===== config.mk =====
export PLATFORM = sky130hd
export DESIGN_NAME = deck_shuffler
export DESIGN_NICKNAME = d
export VERILOG_FILES = /design/src/rtl/deck_pkg.sv /design/src/rtl/deck_lfsr.sv /design/src/rtl/deck_shuffler.sv
export SDC_FILE = /design/constraint.sdc
export NUM_CORES = 1
export LEC_CHECK = 0
export CORE_MARGIN = 1.5
export CORE_UTILIZATION = 51
export DETAILED_ROUTE_END_ITERATION = 10
export PLACE_DENSITY = 0.77
export SLEW_MARGIN = 30
export SYNTH_ARGS = -nofsm -noshare
export SYNTH_HDL_FRONTEND = slang
export SYNTH_SLANG_ARGS = --single-unit

===== constraint.sdc =====
create_clock -name clock -period 4.55 [get_ports clock]
set_clock_uncertainty 0.2 [all_clocks]
set_input_delay 0.6825 -clock clock [delete_from_list [all_inputs] [get_ports clock]]
set_output_delay 0.6825 -clock clock [all_outputs]
set_load 0.01 [all_outputs]

===== src/rtl/deck_pkg.sv =====
// Shared types and constants for the deck shuffler: FSM states, LFSR width/taps, seed-zero substitute.
// Pure declarations; no latency or flow control of its own.
package deck_pkg;

  typedef enum logic [2:0] {
    IDLE,
    INIT,
    ADDR_I,
    ADDR_J,
    CAP_J,
    WR_I,
    WR_J,
    DONE
  } state_t;

  localparam int LFSR_W = 16;

  // Feedback taps l[15], l[13], l[12], l[10].
  localparam logic [LFSR_W-1:0] LFSR_TAPS = 16'hB400;

  // An all-zero LFSR would lock up, so a zero seed becomes this value.
  localparam logic [LFSR_W-1:0] SEED_ZERO_SUB = 16'h0001;

  function automatic logic [LFSR_W-1:0] lfsr_next(input logic [LFSR_W-1:0] v);
    return {v[LFSR_W-2:0], ^(v & LFSR_TAPS)};
  endfunction

endpackage


===== src/rtl/deck_lfsr.sv =====
// 16-bit Fibonacci LFSR with run-time seed load; zero seeds map to a non-zero value.
// Load or advance take effect on the next clock edge; no backpressure, load wins over advance.
module deck_lfsr
  import deck_pkg::*;
#(
  parameter logic [LFSR_W-1:0] SEED = 16'hACE1
) (
  input  logic              clock,
  input  logic              reset_n,
  input  logic              load,
  input  logic [LFSR_W-1:0] seed,
  input  logic              advance,
  output logic [LFSR_W-1:0] value
);

  localparam logic [LFSR_W-1:0] RESET_VAL = (SEED == '0) ? SEED_ZERO_SUB : SEED;

  always_ff @(posedge clock or negedge reset_n) begin
    if (!reset_n) begin
      value <= RESET_VAL;
    end else if (load) begin
      value <= (seed == '0) ? SEED_ZERO_SUB : seed;
    end else if (advance) begin
      value <= lfsr_next(value);
    end
  end

endmodule


===== src/rtl/deck_shuffler.sv =====
// In-place Fisher-Yates shuffle of a RAM-held deck; DECK_SHUFFLER_INIT_EN adds an identity fill first.
// 5 cycles per swap (+DECK_SIZE cycles of fill); start/seed_load ignored unless idle, no backpressure.
module deck_shuffler
  import deck_pkg::*;
#(
  parameter int                DECK_SIZE = 52,
  parameter int                ADDR_W    = 6,
  parameter int                DATA_W    = 6,
  parameter logic [LFSR_W-1:0] SEED      = 16'hACE1
) (
  input  logic              clock,
  input  logic              reset_n,
  input  logic              start,
  input  logic              seed_load,
  input  logic [LFSR_W-1:0] seed,
  input  logic [DATA_W-1:0] mem_rdata,
  output logic [ADDR_W-1:0] mem_addr,
  output logic [DATA_W-1:0] mem_wdata,
  output logic              mem_wren,
  output logic              busy,
  output logic              done
);

  localparam logic [ADDR_W-1:0] LAST_IDX = ADDR_W'(DECK_SIZE - 1);
  localparam bit                SINGLE   = (DECK_SIZE == 1);
  localparam int                PROD_W   = 2 * ADDR_W + 1;

  if (DECK_SIZE < 1 || DECK_SIZE > (1 << ADDR_W)) begin : g_bad_size
    $error("deck_shuffler: DECK_SIZE must be within 1..2**ADDR_W");
  end

`ifdef DECK_SHUFFLER_INIT_EN
  if ((1 << DATA_W) < DECK_SIZE) begin : g_bad_width
    $error("deck_shuffler: DATA_W too narrow to hold every card index");
  end
`endif

  state_t            state, state_nxt;
  logic [ADDR_W-1:0] idx_i, idx_j, j_calc, rnd;
  logic [DATA_W-1:0] val_i, val_j;
  logic [LFSR_W-1:0] lfsr_val;
  logic [PROD_W-1:0] prod;
  logic              lfsr_load, lfsr_adv;
`ifdef DECK_SHUFFLER_INIT_EN
  logic [ADDR_W-1:0] init_k;
`endif

  deck_lfsr #(
    .SEED(SEED)
  ) u_lfsr (
    .clock  (clock),
    .reset_n(reset_n),
    .load   (lfsr_load),
    .seed   (seed),
    .advance(lfsr_adv),
    .value  (lfsr_val)
  );

  assign lfsr_load = (state == IDLE) && seed_load;

  // Scaling r by (i+1) and keeping the top ADDR_W bits lands j in 0..i without a modulo.
  assign rnd    = ADDR_W'(lfsr_val);
  assign prod   = PROD_W'(rnd) * (PROD_W'(idx_i) + PROD_W'(1));
  assign j_calc = ADDR_W'(prod >> ADDR_W);

  always_ff @(posedge clock or negedge reset_n) begin
    if (!reset_n) begin
      state <= IDLE;
    end else begin
      state <= state_nxt;
    end
  end

  always_comb begin
    state_nxt = state;
    mem_addr  = '0;
    mem_wdata = '0;
    mem_wren  = 1'b0;
    busy      = 1'b1;
    done      = 1'b0;
    lfsr_adv  = 1'b0;
    unique case (state)
      IDLE: begin
        busy = 1'b0;
        if (start) begin
`ifdef DECK_SHUFFLER_INIT_EN
          state_nxt = INIT;
`else
          state_nxt = SINGLE ? DONE : ADDR_I;
`endif
        end
      end
`ifdef DECK_SHUFFLER_INIT_EN
      INIT: begin
        mem_addr  = init_k;
        mem_wdata = DATA_W'(init_k);
        mem_wren  = 1'b1;
        if (init_k == LAST_IDX) begin
          state_nxt = SINGLE ? DONE : ADDR_I;
        end
      end
`endif
      ADDR_I: begin
        mem_addr  = idx_i;
        state_nxt = ADDR_J;
      end
      ADDR_J: begin
        mem_addr  = idx_j;
        state_nxt = CAP_J;
      end
      CAP_J: begin
        state_nxt = WR_I;
      end
      WR_I: begin
        mem_addr  = idx_i;
        mem_wdata = val_j;
        mem_wren  = 1'b1;
        state_nxt = WR_J;
      end
      WR_J: begin
        mem_addr  = idx_j;
        mem_wdata = val_i;
        mem_wren  = 1'b1;
        lfsr_adv  = 1'b1;
        state_nxt = (idx_i == ADDR_W'(1)) ? DONE : ADDR_I;
      end
      DONE: begin
        busy      = 1'b0;
        done      = 1'b1;
        state_nxt = IDLE;
      end
      default: begin
        state_nxt = IDLE;
      end
    endcase
  end

  // Each capture state sees the RAM word addressed in the previous cycle.
  always_ff @(posedge clock or negedge reset_n) begin
    if (!reset_n) begin
      idx_i  <= '0;
      idx_j  <= '0;
      val_i  <= '0;
      val_j  <= '0;
`ifdef DECK_SHUFFLER_INIT_EN
      init_k <= '0;
`endif
    end else begin
      case (state)
        IDLE: begin
          if (start) begin
            idx_i  <= LAST_IDX;
`ifdef DECK_SHUFFLER_INIT_EN
            init_k <= '0;
`endif
          end
        end
`ifdef DECK_SHUFFLER_INIT_EN
        INIT:    init_k <= init_k + ADDR_W'(1);
`endif
        ADDR_I:  idx_j <= j_calc;
        ADDR_J:  val_i <= mem_rdata;
        CAP_J:   val_j <= mem_rdata;
        WR_J:    idx_i <= idx_i - ADDR_W'(1);
        default: ;
      endcase
    end
  end

endmodule

==> metrics.md <==
| Metric | Value |
|---|---|
| Critical path launch point type | `flip-flop` |
| I/O Pins | `41` |
| Area grow syn2layout | `20.6%` |
| Ratio of cells with drive above 1 in the final layout | `14.5%` |
| Initial Util | `52.6%` |
| Final hold viol count | `0` |
| CP arrival | `4430 ps` |
| Final Setup Violations | `0` |
| Worst-path clk slew | `about 100 ps` |
| Synthesis Warnings | `0` |
| Post-Place Cell Area | `0.00379 mm²` |
| Max_slew headroom | `~60%` |
| Cell Rows | `29` |
| CTS tree | `done` |
| CORE AREA | `between 0.006 and 0.007 mm²` |
| Drt via density | `~5.8` |
| # H-tree levels | `2` |
| Routed via count | `2,703` |
| Pre-CTS setup slack | `65.6 ps` |
| Final WS setup | `169 ps` |
| Seq/Total Area, Yosys | `32.7%` |
| Ranking of synthesized cells by area | `dfrtp_1, fa_1, ha_1` |
| Vias in the first global route | `~2.7k` |
| CTS Root Buffer Type | `clkbuf_8` |
| Critical path cell sequence | `ha_1 > and3_2 > xnor2_4 > buf_4 > nor2b_1 > fa_1 > inv_1 > fa_1 > inv_1 > fa_1 > ha_4 > nand4_1 > o21ai_2 > a21oi_2 > or4_1 > nand3_1` |
| Die Wd | `83.7 µm` |
| Synth async-reset ratio | `100%` |
| Period utilisation layout | `between 90% and 100%` |
| Routed Wire Length | `7.44 mm` |
| Largest net degree at the start of global routing | `44` |
| Yosys top cell area share | `26.4%` |
| Post-synth top flop | `dfrtp_1` |
| Number of DRC markers in iteration 0 | `about 110` |
| Skew-Pair Late Insertion Delay | `310 ps` |
| Cell mode on critical path | `fa_1` |
| Die Height | `between 80 and 90 µm` |
| Slew @ Worst Pin | `609 ps` |
| Tot GR Track Use | `22.4%` |
| Total of max-cap violations | `0` |
| Final #Nets | `456` |
| Slowest-stage cell, CP | `fa_1` |
| Cell taking the most area after synthesis | `dfrtp_1` |
| Achievable Freq | `~230 MHz` |
| CP Max Fanout | `5` |
| CP Capture Type | `flip-flop` |
| DRT Pass-1 Iters | `4` |
| Hold WS | `160 ps` |
| First-pass GRT wire length | `12.6 mm` |
| Worst EP required | `4600 ps` |
| #FFs+latches synth | `43` |
| ANT nets after route | `0` |
| Post-placement cell count | `457` |
| Post-CTS Hold Fix Bufs | `0` |
| Die area | `0.00700 mm²` |
| Period minus WS final | `4380 ps` |
| CP top delay family | `adder cells` |
| Net Count, Synth | `414` |
| Final Non-Filler Cells | `469` |
| Port Buffer Count | `40` |
| Detailed-placement wirelength estimate | `5.46 mm` |
| CTS Buffer Depth | `2` |
| Initial antenna violation count | `0` |
| Slew Viols, Final | `0` |
| Mapped Cells | `349` |
| Status | `finished, final reports clean` |
| Post-route design area | `0.00400 mm²` |
| Clk sinks | `43` |
| Antenna cells | `0` |
| Cell Area, Synth | `0.00332 mm²` |
| Crit Path Category | `reg2reg` |
| Critical Path Max Stage Delay | `500 ps` |
| Avg Cell Area, Syn | `9.51 µm²` |
| Number of buffers created by CTS | `5` |
| Gp weighted congestion | `0.939` |
| Crit path buf inv count | `3` |
| Post-synth EDFFs | `0` |
| Avg WL per Cell | `15.9 µm` |
| Hold WC Path Type | `in2async` |
| DRC | `0` |
| Library cells used by synthesis | `49` |
| GR Overflow Total | `0` |
-- area by class of cell --
type	count	area, µm²
fill	558	2310
multi-input combinational	269	2150
sequential	43	1090
timing repair buffer	53	503
tap	77	96.3
inverter	19	71.3
clock buffer	5	68.8
clock inverter	3	23.8
-- worst paths after layout --
check	start	endpoint	slack, ps	cells past startpoint
min	reset_n	u_lfsr.value[9]	160	1
max reg2reg	idx_i[0]	idx_j[2]	170	16
min in group clock	idx_j[0]	idx_j[0]	290	2
max	idx_i[0]	idx_j[2]	170	16
min reg2reg	idx_j[0]	idx_j[0]	290	2
max in group asynchronous	reset_n	u_lfsr.value[6]	3610	1
-- flip-flops by register name, indices dropped and copies added (netlist names) --
signal and count:
state 3, val_i 6, idx_i 6, u_lfsr.value 16, val_j 6, idx_j 6
-- layout by cell type (no fill, tap or decap), drive strengths merged, types with 3 or more instances in the layout --
cell type,count
buf,14
nand2b,6
xnor2,9
nand4,3
ha,20
nand2,30
a21oi,9
a31oi,3
fa,19
nor2,28
and3,6
nand3,8
dfrtp,35
nor2b,27
o22ai,8
mux2,12
a22o,6
and2,16
nor4,4
clkdlybuf4s50,39
nor3,6
mux2i,7
dfstp,8
o21ai,12
a22oi,6
inv,20
clkbuf,5
xor2,5
-- metrics by stage --
stage / util [%] / TNS, ps
final: 63.4 / 0
after global routing: 63.4 / -23.7
after CTS: 61.6 / 0
after detailed placement: 60.0 / 0
after global placement: 60.0 / 0
after floorplan: - / 0
-- routing by layer --
metal / part of all wire [%] / vias to the layer above / track usage, %
met3: 4.3 / 9 / 4.06
met2: 50 / 82 / 37.7
met1: 45 / 1331 / 29.8
li1: - / 1281 / -
met4: 0.89 / 0 / 6.26
met5: 0 / - / 0
-- repair_timing --
item	CTS	global route
endpoints found under the setup margin	1	5
pin swaps	0	5
setup buffers	0	4
resized for setup	1	12
endpoints found under the hold margin	0	0
-- worst reg2reg max path, delay by kind of cell (launching register included) --
kind            cells  cell delay, ps
compound gates      2             310
simple gates        5             940
fa+ha+maj           5            2010
flops               1             400
buf+inv             3             250
xor+xnor            1             210
-- Yosys cell counts, types with 3 or more instances --
| master | count |
|---|---|
| nand2b_1 | 6 |
| a31oi_1 | 3 |
| buf_4 | 3 |
| mux2i_1 | 7 |
| buf_2 | 6 |
| nor3_1 | 6 |
| o22ai_1 | 8 |
| xnor2_1 | 9 |
| dfrtp_1 | 35 |
| xor2_1 | 5 |
| nand2_1 | 29 |
| o21ai_0 | 10 |
| fa_1 | 19 |
| ha_1 | 20 |
| and3_1 | 5 |
| nor2b_1 | 26 |
| nor4_1 | 4 |
| inv_1 | 19 |
| clkbuf_1 | 8 |
| nor2_1 | 28 |
| a21oi_1 | 9 |
| nand3_1 | 8 |
| a22o_1 | 6 |
| nand4_1 | 3 |
| a22oi_1 | 6 |
| dfstp_2 | 8 |
| and2_1 | 15 |
| mux2_2 | 12 |
-- cells by family (layout without fill, tap and decap cells) --
group / Yosys count / after routing / share of synthesized area, %
AO/OA/AOI/OAI: 54 / 54 / 11.0
XOR/XNOR: 14 / 14 / 3.70
adder cells (fa/ha/maj): 39 / 39 / 19.0
multiplexers: 19 / 19 / 6.18
AND/OR/NAND/NOR: 143 / 143 / 22.7
flip-flops: 43 / 43 / 32.7
buffers and inverters: 37 / 80 / 4.75
Power is not shown: default switching activity piles up to over one toggle a cycle in this logic, so the estimate is an artifact.
